==> config.mk <==
export PLATFORM = sky130hd
export DESIGN_NAME = core_pipe_exec_mdu_seq_flat
export DESIGN_NICKNAME = d
export VERILOG_FILES = /design/src/rtl/core_pipe_exec_mdu_seq_if.sv /design/src/rtl/core_pipe_exec_mdu_seq.sv /design/src/flat_wrapper.sv
export SDC_FILE = /design/constraint.sdc
export NUM_CORES = 1
export LEC_CHECK = 0
export ABC_AREA = 1
export CAP_MARGIN = 5
export CORE_AREA = 2 2 162 164
export CTS_CLUSTER_SIZE = 24
export DETAILED_ROUTE_END_ITERATION = 16
export DIE_AREA = 0 0 164 166
export GPL_TIMING_DRIVEN = 0
export PLACE_DENSITY = 0.76
export SETUP_SLACK_MARGIN = 0.15
export SYNTH_ARGS = -nofsm -noshare
export SYNTH_HDL_FRONTEND = slang
export SYNTH_SLANG_ARGS = --single-unit
==> constraint.sdc <==
create_clock -name g_clk -period 1.7 [get_ports g_clk]
set_input_delay 0.51 -clock g_clk [delete_from_list [all_inputs] [get_ports g_clk]]
set_output_delay 0.51 -clock g_clk [all_outputs]
set_load 0.05 [all_outputs]
==> src/rtl/core_pipe_exec_mdu_seq_if.sv <==
// Bundle of the issue, MDU and writeback signals around the MDU sequencer.
//   slave  : sequencer view (accepts issue requests, drives the MDU, returns results)
//   master : surrounding pipeline + MDU view
// Parameter XLEN sets the operand/result width.
interface core_pipe_exec_mdu_seq_if #(
  parameter int unsigned XLEN = 64
);
  // issue side
  logic            in_valid;
  logic            in_ready;
  logic [7:0]      in_op;
  logic            in_op_word;
  logic [XLEN-1:0] in_rs1;
  logic [XLEN-1:0] in_rs2;
  logic [4:0]      in_rd_addr;
  // MDU side
  logic            mdu_valid;
  logic [7:0]      mdu_op;
  logic            mdu_op_word;
  logic [XLEN-1:0] mdu_rs1;
  logic [XLEN-1:0] mdu_rs2;
  logic            mdu_flush;
  logic            mdu_ready;
  logic [XLEN-1:0] mdu_rd;
  // writeback side
  logic            out_valid;
  logic            out_ready;
  logic [4:0]      out_rd_addr;
  logic [XLEN-1:0] out_rd;

  modport slave (
    input  in_valid, in_op, in_op_word, in_rs1, in_rs2, in_rd_addr,
    output in_ready,
    output mdu_valid, mdu_op, mdu_op_word, mdu_rs1, mdu_rs2, mdu_flush,
    input  mdu_ready, mdu_rd,
    output out_valid, out_rd_addr, out_rd,
    input  out_ready
  );

  modport master (
    output in_valid, in_op, in_op_word, in_rs1, in_rs2, in_rd_addr,
    input  in_ready,
    input  mdu_valid, mdu_op, mdu_op_word, mdu_rs1, mdu_rs2, mdu_flush,
    output mdu_ready, mdu_rd,
    input  out_valid, out_rd_addr, out_rd,
    output out_ready
  );
endinterface

==> src/rtl/core_pipe_exec_mdu_seq.sv <==
// Execute-stage sequencer for a multi-cycle multiply/divide unit.
// Accepts one request at a time, holds it on the MDU port until the MDU
// completes, then spends one CLR cycle pulsing mdu_flush to re-arm the MDU's
// sticky done flag. Results are held for writeback until out_ready.
// Ports:
//   g_clk    : clock (rising edge)
//   g_reset  : synchronous active-high reset
//   flush    : pipeline flush, kills in-flight or held work
//   bus      : core_pipe_exec_mdu_seq_if.slave (issue / MDU / writeback)
// Optional feature: define CORE_MDU_RESULT_CACHE_EN to keep the operands and
// result of the last completed MDU operation and answer exact repeats in one
// cycle without touching the MDU.
module core_pipe_exec_mdu_seq #(
  parameter int unsigned XLEN = 64
) (
  input  logic                     g_clk,
  input  logic                     g_reset,
  input  logic                     flush,
  core_pipe_exec_mdu_seq_if.slave  bus
);

  localparam int unsigned OP_W = 8;
  localparam int unsigned RA_W = 5;

  typedef enum logic [1:0] {IDLE, BUSY, CLR} state_e;

  state_e            state_q, state_d;
  logic [OP_W-1:0]   op_q, op_d;
  logic              word_q, word_d;
  logic [XLEN-1:0]   rs1_q, rs1_d;
  logic [XLEN-1:0]   rs2_q, rs2_d;
  logic [RA_W-1:0]   rd_addr_q, rd_addr_d;
  logic [XLEN-1:0]   rd_q, rd_d;
  logic              out_valid_q, out_valid_d;

  logic              accept_c;
  logic              cache_hit_c;
  logic [XLEN-1:0]   cache_rd_c;

  assign bus.in_ready = (state_q == IDLE) && !out_valid_q && !flush;
  assign accept_c     = bus.in_valid && bus.in_ready;

`ifdef CORE_MDU_RESULT_CACHE_EN
  // Last-result cache; only a completed, non-flushed MDU operation loads it.
  logic              cache_vld_q, cache_vld_d;
  logic [OP_W-1:0]   cache_op_q, cache_op_d;
  logic              cache_word_q, cache_word_d;
  logic [XLEN-1:0]   cache_rs1_q, cache_rs1_d;
  logic [XLEN-1:0]   cache_rs2_q, cache_rs2_d;
  logic [XLEN-1:0]   cache_rd_q, cache_rd_d;

  assign cache_hit_c = cache_vld_q && (bus.in_op == cache_op_q) &&
                       (bus.in_op_word == cache_word_q) &&
                       (bus.in_rs1 == cache_rs1_q) && (bus.in_rs2 == cache_rs2_q);
  assign cache_rd_c  = cache_rd_q;

  always_comb begin
    cache_vld_d  = cache_vld_q;
    cache_op_d   = cache_op_q;
    cache_word_d = cache_word_q;
    cache_rs1_d  = cache_rs1_q;
    cache_rs2_d  = cache_rs2_q;
    cache_rd_d   = cache_rd_q;
    if ((state_q == BUSY) && bus.mdu_ready && !flush) begin
      cache_vld_d  = 1'b1;
      cache_op_d   = op_q;
      cache_word_d = word_q;
      cache_rs1_d  = rs1_q;
      cache_rs2_d  = rs2_q;
      cache_rd_d   = bus.mdu_rd;
    end
  end

  always_ff @(posedge g_clk) begin
    if (g_reset) begin
      cache_vld_q  <= 1'b0;
      cache_op_q   <= '0;
      cache_word_q <= 1'b0;
      cache_rs1_q  <= '0;
      cache_rs2_q  <= '0;
      cache_rd_q   <= '0;
    end else begin
      cache_vld_q  <= cache_vld_d;
      cache_op_q   <= cache_op_d;
      cache_word_q <= cache_word_d;
      cache_rs1_q  <= cache_rs1_d;
      cache_rs2_q  <= cache_rs2_d;
      cache_rd_q   <= cache_rd_d;
    end
  end
`else
  assign cache_hit_c = 1'b0;
  assign cache_rd_c  = '0;
`endif

  // Next-state / capture logic; flush overrides every other transition.
  always_comb begin
    state_d     = state_q;
    op_d        = op_q;
    word_d      = word_q;
    rs1_d       = rs1_q;
    rs2_d       = rs2_q;
    rd_addr_d   = rd_addr_q;
    rd_d        = rd_q;
    out_valid_d = out_valid_q;

    if (flush) begin
      state_d     = IDLE;
      out_valid_d = 1'b0;
    end else begin
      if (out_valid_q && bus.out_ready) out_valid_d = 1'b0;

      unique case (state_q)
        IDLE: begin
          if (accept_c) begin
            op_d      = bus.in_op;
            word_d    = bus.in_op_word;
            rs1_d     = bus.in_rs1;
            rs2_d     = bus.in_rs2;
            rd_addr_d = bus.in_rd_addr;
            if (bus.in_op == '0) begin
              // No operation selected: complete immediately with zero.
              rd_d        = '0;
              out_valid_d = 1'b1;
            end else if (cache_hit_c) begin
              rd_d        = cache_rd_c;
              out_valid_d = 1'b1;
            end else begin
              state_d = BUSY;
            end
          end
        end
        BUSY: begin
          if (bus.mdu_ready) begin
            rd_d        = bus.mdu_rd;
            out_valid_d = 1'b1;
            state_d     = CLR;
          end
        end
        CLR:     state_d = IDLE;
        default: state_d = IDLE;
      endcase
    end
  end

  always_ff @(posedge g_clk) begin
    if (g_reset) begin
      state_q     <= IDLE;
      op_q        <= '0;
      word_q      <= 1'b0;
      rs1_q       <= '0;
      rs2_q       <= '0;
      rd_addr_q   <= '0;
      rd_q        <= '0;
      out_valid_q <= 1'b0;
    end else begin
      state_q     <= state_d;
      op_q        <= op_d;
      word_q      <= word_d;
      rs1_q       <= rs1_d;
      rs2_q       <= rs2_d;
      rd_addr_q   <= rd_addr_d;
      rd_q        <= rd_d;
      out_valid_q <= out_valid_d;
    end
  end

  assign bus.mdu_valid   = (state_q == BUSY);
  assign bus.mdu_op      = op_q;
  assign bus.mdu_op_word = word_q;
  assign bus.mdu_rs1     = rs1_q;
  assign bus.mdu_rs2     = rs2_q;
  // MDU is cleared by the CLR cycle, by a pipeline flush and during reset.
  assign bus.mdu_flush   = (state_q == CLR) || flush || g_reset;

  assign bus.out_valid   = out_valid_q;
  assign bus.out_rd_addr = rd_addr_q;
  assign bus.out_rd      = rd_q;

endmodule

==> src/flat_wrapper.sv <==
// flat-port wrapper written by rule: the top's interface ports become plain ports
module core_pipe_exec_mdu_seq_flat 
#(
  parameter int unsigned XLEN = 64
)
  (g_clk, g_reset, flush, bus_in_valid, bus_in_op, bus_in_op_word, bus_in_rs1, bus_in_rs2, bus_in_rd_addr, bus_in_ready, bus_mdu_valid, bus_mdu_op, bus_mdu_op_word, bus_mdu_rs1, bus_mdu_rs2, bus_mdu_flush, bus_mdu_ready, bus_mdu_rd, bus_out_valid, bus_out_rd_addr, bus_out_rd, bus_out_ready);
  core_pipe_exec_mdu_seq_if #(.XLEN(XLEN)) bus_i ();
  input  logic g_clk;
  input  logic g_reset;
  input  logic flush;
  input wire logic [$bits(bus_i.in_valid)-1:0] bus_in_valid;
  input wire logic [$bits(bus_i.in_op)-1:0] bus_in_op;
  input wire logic [$bits(bus_i.in_op_word)-1:0] bus_in_op_word;
  input wire logic [$bits(bus_i.in_rs1)-1:0] bus_in_rs1;
  input wire logic [$bits(bus_i.in_rs2)-1:0] bus_in_rs2;
  input wire logic [$bits(bus_i.in_rd_addr)-1:0] bus_in_rd_addr;
  output wire logic [$bits(bus_i.in_ready)-1:0] bus_in_ready;
  output wire logic [$bits(bus_i.mdu_valid)-1:0] bus_mdu_valid;
  output wire logic [$bits(bus_i.mdu_op)-1:0] bus_mdu_op;
  output wire logic [$bits(bus_i.mdu_op_word)-1:0] bus_mdu_op_word;
  output wire logic [$bits(bus_i.mdu_rs1)-1:0] bus_mdu_rs1;
  output wire logic [$bits(bus_i.mdu_rs2)-1:0] bus_mdu_rs2;
  output wire logic [$bits(bus_i.mdu_flush)-1:0] bus_mdu_flush;
  input wire logic [$bits(bus_i.mdu_ready)-1:0] bus_mdu_ready;
  input wire logic [$bits(bus_i.mdu_rd)-1:0] bus_mdu_rd;
  output wire logic [$bits(bus_i.out_valid)-1:0] bus_out_valid;
  output wire logic [$bits(bus_i.out_rd_addr)-1:0] bus_out_rd_addr;
  output wire logic [$bits(bus_i.out_rd)-1:0] bus_out_rd;
  input wire logic [$bits(bus_i.out_ready)-1:0] bus_out_ready;
  assign bus_i.in_valid = bus_in_valid;
  assign bus_i.in_op = bus_in_op;
  assign bus_i.in_op_word = bus_in_op_word;
  assign bus_i.in_rs1 = bus_in_rs1;
  assign bus_i.in_rs2 = bus_in_rs2;
  assign bus_i.in_rd_addr = bus_in_rd_addr;
  assign bus_in_ready = bus_i.in_ready;
  assign bus_mdu_valid = bus_i.mdu_valid;
  assign bus_mdu_op = bus_i.mdu_op;
  assign bus_mdu_op_word = bus_i.mdu_op_word;
  assign bus_mdu_rs1 = bus_i.mdu_rs1;
  assign bus_mdu_rs2 = bus_i.mdu_rs2;
  assign bus_mdu_flush = bus_i.mdu_flush;
  assign bus_i.mdu_ready = bus_mdu_ready;
  assign bus_i.mdu_rd = bus_mdu_rd;
  assign bus_out_valid = bus_i.out_valid;
  assign bus_out_rd_addr = bus_i.out_rd_addr;
  assign bus_out_rd = bus_i.out_rd;
  assign bus_i.out_ready = bus_out_ready;
  core_pipe_exec_mdu_seq #(.XLEN(XLEN)) u_core (.g_clk(g_clk), .g_reset(g_reset), .flush(flush), .bus(bus_i));
endmodule
# --- Word level (Yosys, flattened, before mapping) ---
# Index checks and enable logic that the tools add are counted.
# W data, S select, Z words.
op_classes:
  n_eq_ne: 6
  mux: 13
  bitwise_logic: 1
  reduce_logical: 15
ops:
  columns: ["op", "count"]
  rows:
  - ["$mux W64", 3]
  - ["$pmux W64 S2", 1]
  - ["$logic_not A8 Y1", 1]
  - ["$mux W2", 3]
  - ["$reduce_and A3 Y1", 2]
  - ["$reduce_and A5 Y1", 1]
  - ["$logic_and A1 B1 Y1", 4]
  - ["$mux W1", 4]
  - ["$ne A2 B1 Y1 const B", 2]
  - ["$ne A2 B2 Y1 const B", 2]
  - ["$pmux W2 S2", 1]
  - ["$eq A2 B1 Y1 const B", 1]
  - ["$eq A2 B2 Y1 const B", 1]
  - ["$logic_not A1 Y1", 2]
  - ["$logic_not A2 Y1", 1]
  - ["$logic_or A1 B1 Y1", 2]
  - ["$pmux W1 S2", 1]
  - ["$reduce_bool A2 Y1", 1]
  - ["$reduce_or A2 Y1", 1]
  - ["$not A1 Y1", 1]
word_totals:
  ff_bits: 209
  inputBits: 212
  out_inout_bits: 210
  word_cells: 43

# --- Logic depth before layout (Yosys ltp) ---
# Gate-level depths: netlist of the first run.
depth:
  word_depth: 6
  mapped_depth: 10
  mapped_depth_nobuf: 8

# --- Worst setup path after synthesis of the first run ---
# Ideal clock, no wire load.
synth_timing:
  path_type: "register to output"
  startpoint: "reg u_core.out_valid_q, in the netlist u_core.bus.out_valid"
  endpoint: "out bus_in_ready"
  arrival_time_ps: 1653
  t_required_ps: 1190
  path_slack_ps: -463
  stages_incl_launch_ff: 2
  n_path_buf: 0
  cell_sequence: "dfxtp_1 > nor3_1"
synth_via:
  elab_chain_len: 3
synth_lines:
  columns: ["item", "line_no", "text"]
  rows:
  - ["from (decl)", "core_pipe_exec_mdu_seq.sv:34", "logic out_valid_q, out_valid_d;"]
  - ["from (signal assigned)", "core_pipe_exec_mdu_seq.sv:164", "out_valid_q <= out_valid_d;"]
  - ["$logic_not A1 Y1", "core_pipe_exec_mdu_seq.sv:40", "assign bus.in_ready = (state_q == IDLE) && !out_valid_q && !flush;"]
  - ["$logic_and A1 B1 Y1 (2 in a row)", "core_pipe_exec_mdu_seq.sv:40", null]
  - ["to (decl)", "flat_wrapper.sv:17", "output wire logic [$bits(bus_i.in_ready)-1:0] bus_in_ready;"]
# No other way between the ends.

# --- Worst setup path after layout of the first run ---
layout_timing:
  startpoint: "reg u_core.state_q[1]"
  endpoint: "out bus_mdu_valid"
layout_via:
  elab_chain_len: 1
layout_lines:
  columns: ["item", "line_no", "text"]
  rows:
  - ["from (decl)", "core_pipe_exec_mdu_seq.sv:27", "state_e state_q, state_d;"]
  - ["from (signal assigned)", "core_pipe_exec_mdu_seq.sv:157", "state_q <= state_d;"]
  - ["$eq A2 B1 Y1", "core_pipe_exec_mdu_seq.sv:168", "assign bus.mdu_valid = (state_q == BUSY);"]
  - ["to (decl)", "flat_wrapper.sv:18", "output wire logic [$bits(bus_i.mdu_valid)-1:0] bus_mdu_valid;"]
# No other way between the ends.

==> metrics, run 1 <==
status complete, but fails checks; violated checks negative setup slack; kind of critical path reg2out; CTS buffer count 23; ranking of synthesized cells by area dfxtp_1 (54%), nand2_1 (23%), a21oi_1 (9.8%), nor2_1 (6.3%), clkbuf_1 (1.9%); CTS Sinks ~210; DR pass1 iterations 4; ANT nets after route 0; CP required 1190 ps; Synth Area in Compound Gates 10.2%; Final Hold Slack 343 ps; core area around 26000 um^2; Remaining DRCs 0; I/O pins 422; simple-gate share of the synthesized area 30.0%; Hold WC Path Type in2reg; Worst Slack Setup Final -216 ps; post-route cell area ~15000 um^2; Ys Warns 0; crit path max fanout 3; Clock Skew 16.6 ps; largest area contributor in the netlist dfxtp_1; synthesized flop and latch total approximately 210; peak supply drop 712 uV; CTS H-tree depth 1; Yosys cell types 22; Max Cap Viol 0; leakage 6.20 nW; most used cell, CP buf_6; first-pass GRT wire length 46.2 mm; Pwr Density 843 nW/um^2; share of cells above drive strength 1 36.9%; Max-slew headroom 56.1%; Clk pin slew, worst setup/hold paths 60 ps; CTS tree done; crit path launch type register; Syn Area/Cell 7.23 um^2; critical path endpoint category output pin; XOR/XNOR Fraction of Synth Area 0%; Buffers on Ports 420; post-synth top area share 54.3%; Hold-fix buffers, CTS 0; Avg WL per Cell 16.5 um; Critical Path AT 1410 ps; Inserted Diodes 0; vias 8886; final WL 31.5 mm; FMAX roughly 520 MHz; cell with the largest stage delay on the worst path dfxtp_4; CTS max path bufs 3; Via density 4.65; vias in the first global route 8844; Final Max Slew Viols 0; post-synthesis adder-cell area fraction 0%; Root Driver clkbuf_16; Final Hold Vio Count 0; dpl hpwl ~21 mm; initial DRC count 348; Worst-Margin Slew 659 ps; largest net degree at the start of global routing 13; fin crit share 113%; worst skew pair latency roughly 520 ps; RePlAce Congestion approximately 0.89; height of the die 166 um; Setup Viol. Count Final 43; multiplexer share of the synthesized area 0%; register area share after synthesis a little over half; worst path cell trace inv_4 -> nand2_4 -> buf_6 -> inv_6 -> buf_6 -> buf_8; # fillers 2158; # nets final between 1.5k and 2k; antenna violations before repair 0; total negative slack -1550 ps; Post-Syn Instances 1065; overall power 12.7 mW; die width 164 um; gr usage total 21.5%; syn nets roughly 1.3k; minimum clock period 1920 ps; global route overflow 0; synthesized area 7700 um^2; die footprint 27200 um^2; Area Growth Syn to Fin 95.2%; largest family of logic cells by synthesized area simple AND/OR/NAND/NOR gates; row count 59; RSZ-0062 raised after global routing true; Area after DPL 12400 um^2; Final Util 58.7%; Initial Util 30.1%; Crit path largest cell delay 360 ps
[worst max-delay path, delay by kind of cell (launching register included)]
| family | cells | cell delay (ps) |
|---|---|---|
| simple gates | 1 | 50 |
| buf+inv | 5 | 460 |
| flops | 1 | 360 |
[worst paths after layout]
check | slack (ps) | depth (start not counted) | from | end
worst min-delay path | 340 | 3 | bus_in_op[1] | u_core.bus.mdu_op[1]$_SDFFE_PP0P_
worst max-delay path | -220 | 6 | u_core.state_q[1]$_SDFFE_PP0P_ | bus_mdu_valid
worst min register to register | 470 | 2 | u_core.bus.mdu_rs2[35]$_SDFFE_PP0P_ | u_core.bus.mdu_rs2[35]$_SDFFE_PP0P_
worst max register to register | -80 | 11 | u_core.state_q[1]$_SDFFE_PP0P_ | u_core.bus.out_rd[6]$_SDFFE_PP0P_
[cells in the final DEF (no fill, tap or decap), types with 5 or more instances in the layout]
cell / instances
nand2_1: 449
clkdlybuf4s50_1: 205
buf_6: 189
dfxtp_2: 171
a21oi_1: 128
nor2_1: 123
buf_8: 63
dfxtp_1: 31
clkbuf_16: 28
clkbuf_1: 27
buf_4: 25
a21oi_2: 22
inv_1: 20
nand2_2: 17
buf_12: 9
clkbuf_8: 7
dfxtp_4: 7
buf_16: 6
nor2_4: 5
nor2_2: 5
[sequential cells by signal, summed over array words and instances, names as in the netlist]
name	flops
u_core.bus.mdu_op	8
u_core.bus.mdu_op_word	1
u_core.bus.mdu_rs1	64
u_core.bus.mdu_rs2	64
u_core.bus.out_rd	64
u_core.bus.out_rd_addr	5
u_core.bus.out_valid	1
u_core.state_q	2
[cell usage after synthesis]
| master | number |
|---|---|
| a21oi_1 | 151 |
| a31oi_1 | 1 |
| buf_1 | 8 |
| buf_2 | 17 |
| buf_4 | 1 |
| buf_6 | 5 |
| clkbuf_1 | 40 |
| dfxtp_1 | 209 |
| inv_1 | 22 |
| inv_2 | 2 |
| nand2_1 | 468 |
| nand3_2 | 1 |
| nand3_4 | 1 |
| nand4_1 | 1 |
| nor2_1 | 130 |
| nor2_2 | 1 |
| nor2_4 | 2 |
| nor3_1 | 1 |
| o211a_1 | 1 |
| o21ai_0 | 1 |
| o21ai_1 | 1 |
| o21bai_1 | 1 |
[metal layers]
layer  global-route usage, %  wire length (um)
met5                       0                 0
met4                    9.88              1490
met3                    7.79              2950
met2                    37.9             15500
met1                    22.6             11600
[area by class of cell]
type | count | area [um^2] | share of cell area, %
buffer | 71 | 711 | 4.72
clock buffer | 34 | 657 | 4.37
clock inverter | 6 | 58.8 | 0.391
inverter | 24 | 110 | 0.732
multi-input combinational | 761 | 3320 | 22.1
sequential | 209 | 4420 | 29.4
tap | 335 | 419 | 2.79
timing repair buffer | 470 | 5320 | 35.4
timing repair inverter | 1 | 16.3 | 0.108
[report_power, final]
group / total (mW) / leakage, nW / internal, mW / switching [mW]
clock: 4.87 / 0.355 / 2.82 / 2.06
combinational: 2.56 / 4.07 / 1.20 / 1.36
sequential: 5.25 / 1.78 / 5.11 / 0.146
total: 12.7 / 6.20 / 9.12 / 3.56
[cell families after synthesis]
| family | Yosys count |
|---|---|
| AND/OR/NAND/NOR | 605 |
| buffers and inverters | 95 |
| AO/OA/AOI/OAI | 156 |
| flip-flops | 209 |
[stage by stage]
stage          cells  setup slack, ps
2_1_floorplan   1065              149
6_report        1911             -216
4_1_cts         1899             -232
3_3_place_gp    1820             -999
3_5_place_dp    1820            -1020
5_1_grt         1911             -266
[timing repair]
| action | 4_1_cts | 5_1_grt |
|---|---|---|
| resized for setup | 1819 | 116 |
| cloned | 13 | 4 |
| setup buffers | 26 | 8 |
| setup endpoints to repair | 417 | 359 |
| pin swaps | 22 | 14 |
Note: power is estimated with default switching activity, not from simulation.
==> run 2, diff against run 1 <==
--- a/config.mk
+++ b/config.mk
@@ -7,12 +7,14 @@
 export LEC_CHECK = 0
 export ABC_AREA = 1
 export CAP_MARGIN = 5
-export CORE_AREA = 2 2 162 164
+export CELL_PAD_IN_SITES_DETAIL_PLACEMENT = 1
+export CELL_PAD_IN_SITES_GLOBAL_PLACEMENT = 1
+export CORE_MARGIN = 2
+export CORE_UTILIZATION = 26
 export CTS_CLUSTER_SIZE = 24
 export DETAILED_ROUTE_END_ITERATION = 16
-export DIE_AREA = 0 0 164 166
 export GPL_TIMING_DRIVEN = 0
-export PLACE_DENSITY = 0.76
+export PLACE_DENSITY = 0.91
 export SETUP_SLACK_MARGIN = 0.15
 export SYNTH_ARGS = -nofsm -noshare
 export SYNTH_HDL_FRONTEND = slang
==> run 2 against run 1 <==
Net effect:
- the run still ends with negative setup slack left
- sequential power up 0.8%
- design area grew 7.7%
- die area rose by 14%
- core utilization is 3.6 points lower
- via count grew 8.2%
- clock-buffer cell count stayed put
- sequential share of layout area decreased by 1.9 points
- largest cell class unchanged
- largest power group is now clock
- highest routed layer unchanged
==> metrics, run 2 (synthesis gave the netlist of run 1 again) <==
status complete, but fails checks; violated checks negative setup slack; die width between 150 and 200 um; post-route cell area 16200 um^2; Buffers on Ports 420; share of cells above drive strength 1 45.7%; die footprint 31000 um^2; fin crit share 116%; Post-Layout Cell Count 1991; Worst Path Buf+Inv 2; Final Hold Slack between 400 and 500 ps; ANT nets after route 0; Area Growth Syn to Fin 110%; DR pass1 iterations 5; Worst-Margin Slew 856 ps; FF/Latch Area 4460 um^2; cell with the largest stage delay on the worst path dfxtp_4; row count 63; most frequent cells in the layout nand2_1 (391), dfxtp_2 (202), clkdlybuf4s50_1 (201); kind of critical path reg2out; gr usage total 25.2%; vias 9615; Via density 4.83; dpl hpwl 25.4 mm; largest net degree at the start of global routing 13; Clk pin slew, worst setup/hold paths 70 ps; # fillers roughly 3.2k; GRT met2 Usage 47.4%; crit path max fanout 3; met3 Usage GRT between 6 and 7%; Initial Util a little over a quarter; RePlAce Congestion 0.837; Critical Path AT around 1500 ps; critical path endpoint category output pin; CP top delay family flip-flops; worst path cell trace nor2_4 -> inv_2 -> nor3_4 -> buf_6; vias in the first global route 10.7k; Hold-fix buffers, CTS 0; CP required 1190 ps; Max-slew headroom 42.9%; Final Hold Vio Count 0; CTS buffer count 25; area of the multi-input gates between 3000 and 4000 um^2; Pwr Density 837 nW/um^2; CTS Sinks 209; CTS max path bufs 3; Area after DPL 12400 um^2; Remaining DRCs 0; core area between 20000 and 30000 um^2; overall power ~14 mW; RSZ-0062 raised after global routing true; Root Driver clkbuf_16; Max Cap Viol 0; Worst Slack Setup Final -267 ps; global route overflow 0; Avg WL per Cell 22.7 um; Final Max Slew Viols 0; CTS tree done; minimum clock period between 1500 and 2000 ps; Crit path largest cell delay between 300 and 400 ps; initial DRC count approximately 270; Hold WC Path Type in2reg; # nets final roughly 1.8k; worst skew pair latency around 540 ps; I/O pins 422; FMAX 508 MHz; antenna violations before repair 6; leakage 6.74 nW; peak supply drop 672 uV; most common cell after layout, fill and taps aside nand2_1; grt met1 use around 25%; Clock Skew 12.8 ps; first-pass GRT wire length 60.6 mm; Inst Count DP between 1.5k and 2k; height of the die 176 um; busiest grt layer met2; final WL 45.2 mm; Setup Viol. Count Final 75; crit path launch type register; CTS H-tree depth 1
run 2: cell type report:
cell class | count | share of cell area, %
repair inverters | 1 | 0.0695
plain buffers | 71 | 4.53
flip-flops and latches | 209 | 27.5
repair buffers | 483 | 35.5
multi-input cells | 761 | 23.6
inverters | 24 | 0.780
clock buffers | 34 | 4.32
well taps | 390 | 3.01
clock inverters | 12 | 0.602
diodes | 6 | 0.0926
run 2: repair_timing:
item                                   4_1_cts  5_1_grt
buffers inserted                            40        6
pin swaps                                   19       42
cloned                                       9       10
endpoints found under the hold margin        0        0
setup endpoints to repair                  417      407
gates resized for setup                   1969      201
run 2: final timing paths:
path | cells past startpoint | to | slack (ps) | from
setup / recovery | 4 | bus_in_ready | -270 | u_core.state_q[1]$_SDFFE_PP0P_
hold / removal | 3 | u_core.bus.mdu_op[4]$_SDFFE_PP0P_ | 410 | bus_in_op[4]
setup reg to reg | 12 | u_core.bus.out_rd[26]$_SDFFE_PP0P_ | -170 | u_core.state_q[1]$_SDFFE_PP0P_
hold reg to reg | 2 | u_core.bus.mdu_rs1[16]$_SDFFE_PP0P_ | 470 | u_core.bus.mdu_rs1[16]$_SDFFE_PP0P_
run 2: metrics by stage:
stage | setup TNS [ps] | utilization (%) | worst slack (ps)
after detailed placement | -180410 | 42.3 | -1160
after global placement | -180240 | 42.3 | -1170
after CTS | -1210 | 51.7 | -238
after global routing | -12050 | 55.1 | -332
final | -4980 | 55.1 | -267
after floorplan | 0 | - | 149
run 2: worst register-to-register path: stages, from the launching register on:
cell and delay, ps:
dfxtp_4 370, buf_6 130, nor2_4 140, nand3_4 110, nand2_2 120, o21ai_2 80, nor2_4 140, buf_12 150
buf_12 100, buf_16 110, buf_8 120, nor2_1 60, nor2_1 150
run 2: power by group:
part | internal [mW] | switching [mW] | leakage [nW]
Clock | 3.05 | 2.34 | 0.394
Combinational | 1.30 | 1.57 | 4.55
Sequential | 5.11 | 0.184 | 1.80
Total | 9.46 | 4.10 | 6.74
run 2: metal layers:
metal,routed length (um),vias to the layer above
li1,-,4359
met1,15600,4647
met2,23800,440
met3,2910,169
met4,2870,0
met5,0,-
==> run 3, diff against run 2 <==
--- a/config.mk
+++ b/config.mk
@@ -15,7 +15,9 @@
 export DETAILED_ROUTE_END_ITERATION = 16
 export GPL_TIMING_DRIVEN = 0
 export PLACE_DENSITY = 0.91
+export REMOVE_ABC_BUFFERS = 1
 export SETUP_SLACK_MARGIN = 0.15
+export SKIP_LAST_GASP = 1
 export SYNTH_ARGS = -nofsm -noshare
 export SYNTH_HDL_FRONTEND = slang
 export SYNTH_SLANG_ARGS = --single-unit
==> run 3 against run 2 <==
Net effect:
- the run still ends with negative setup slack left
- sequential power rose by 1%
- clock skew rose by 15 ps
- maximum frequency rose by 1.9%
- global-route usage rose by 3.4 points
- critical path type is now reg2reg
- highest routed layer is now met5
==> metrics, run 3 (synthesis gave the netlist of run 1 again) <==
Final Hold Vio Count 0; leakage 7.74 nW; initial DRC count 637; Setup Viol. Count Final 133; violated checks negative setup slack; ANT nets after route 0; crit path launch type register; CTS buffer count 25; crit path max fanout 6; I/O pins 422; share of cells above drive strength 1 61.7%; fin crit share 114%; Worst Hold End u_core.bus.mdu_op[6]$_SDFFE_PP0P_; Via density approximately 5.3; Inst Count DP 1812; CTS tree done; vias in the first global route 10.9k; row count between 60 and 70; CTS max path bufs 3; RePlAce Congestion around 0.74; Register-to-Register Path Depth 11; reg2reg setup slack -230 ps; Root Driver clkbuf_16; first-pass GRT wire length 67.2 mm; Hold WC Path Type in2reg; # nets final ~1.8k; overall power between 15 and 20 mW; Final Max Slew Viols 0; Post-Layout Cell Count 2006; hold wc startpoint bus_in_op[6]; Buffers on Ports ~420; FMAX slightly above 500 MHz; r2r endpoint u_core.bus.out_rd[19]$_SDFFE_PP0P_; CTS Sinks 209; worst path cell trace buf_8 -> nor2_4 -> nand3_4 -> buf_6 -> buf_12 -> a21oi_4 -> buf_6 -> nand3_4 -> nand2_2 -> nand2_1 -> nor2_1; Worst-Margin Slew 362 ps; Final Hold Slack 293 ps; vias 10.7k; largest net degree at the start of global routing 54; global route overflow 0; die width 176 um; final WL 61.9 mm; peak supply drop a little under 900 uV; Worst Slack Setup Final -231 ps; CP top delay family simple AND/OR/NAND/NOR gates; # fillers about 3.0k; Max-slew headroom 75.8%; Critical Path AT roughly 2400 ps; worst skew pair latency 550 ps; Initial Util 26.2%; Clk pin slew, worst setup/hold paths 70 ps; Remaining DRCs 0; Crit Reg-Reg Startpoint u_core.state_q[0]$_SDFFE_PP0P_; Final Util 63.1%; Worst Path Buf+Inv 4; Hold-fix buffers, CTS 0; dpl hpwl 22.2 mm; status complete, but fails checks; minimum clock period a little under 2000 ps; gr usage total 28.6%; Clock Skew 27.3 ps; most common cell after layout, fill and taps aside nand2_1; antenna violations before repair 2; DR pass1 iterations 5; Crit path largest cell delay approximately 360 ps; cell with the largest stage delay on the worst path dfxtp_4; core area 29400 um^2; height of the die 176 um; Pwr Density 811 nW/um^2; Hold Path Depth 3; kind of critical path reg2reg; Area Growth Syn to Fin 141%; total negative slack -12320 ps; CTS H-tree depth 1; die footprint 31000 um^2; most frequent cells in the layout nand2_1 (249), clkdlybuf4s50_1 (201), dfxtp_2 (192); Max Cap Viol 0; Avg WL per Cell 30.8 um; critical path endpoint category register; RSZ-0062 raised after global routing true; CP required 2130 ps
run 3: area by class of cell:
class	count	area, um^2	area share (%)
antenna	1	2.50	0.0135
clock buffer	34	719	3.88
clock inverter	9	151	0.816
inverter	24	135	0.728
multi-input combinational	765	5170	27.9
sequential	209	4440	23.9
tap	390	488	2.63
timing repair buffer	570	7420	39.9
timing repair inverter	4	42.5	0.229
run 3: through the flow:
step	setup WS (ps)	instance area [um^2]
floorplan	-1630	7380
global placement	-7400	12100
detailed placement	-1420	12300
CTS	-223	15600
global route	-255	18600
finish	-231	18600
run 3: repair_timing:
action,4_1_cts,5_1_grt
cloned,32,30
resized for setup,1855,589
pin swaps,12,133
buffers inserted,57,31
endpoints found under the setup margin,418,392
run 3: layer usage:
metal	vias to the layer above	wire, um	GRT usage, %
met3	304	5870	10.2
met1	5269	20500	27.1
met2	700	30200	52.4
met5	-	13	0
met4	2	5270	17.7
li1	4398	-	-
run 3: how the worst max path moves through the flow:
stage | from | end | depth (start not counted)
final | u_core.state_q[0]$_SDFFE_PP0P_ | u_core.bus.out_rd[19]$_SDFFE_PP0P_ | 11
after global routing | u_core.state_q[1]$_SDFFE_PP0P_ | bus_in_ready | 4
after CTS | u_core.state_q[0]$_SDFFE_PP0P_ | bus_in_ready | 4
after detailed placement | flush | u_core.bus.out_rd[7]$_SDFFE_PP0P_ | 11
after global placement | g_reset | u_core.bus.out_rd[61]$_SDFFE_PP0P_ | 4
after floorplan | u_core.bus.out_valid$_SDFF_PP0_ | u_core.bus.out_valid$_SDFF_PP0_ | 5
run 3: worst reg2reg max path: cells and delay by family, from the launching register on:
kind | cells | cell delay [ps]
DFF | 1 | 360
buffers and inverters | 4 | 560
AOI/OAI and AO/OA | 1 | 190
and+or+nand+nor | 6 | 720
run 3: where the power goes:
group / switching, mW / internal (mW) / leakage (nW)
clock network: 2.46 / 3.56 / 0.428
registers: 0.235 / 5.11 / 1.79
logic: 2.02 / 1.68 / 5.52
total: 4.71 / 10.3 / 7.74
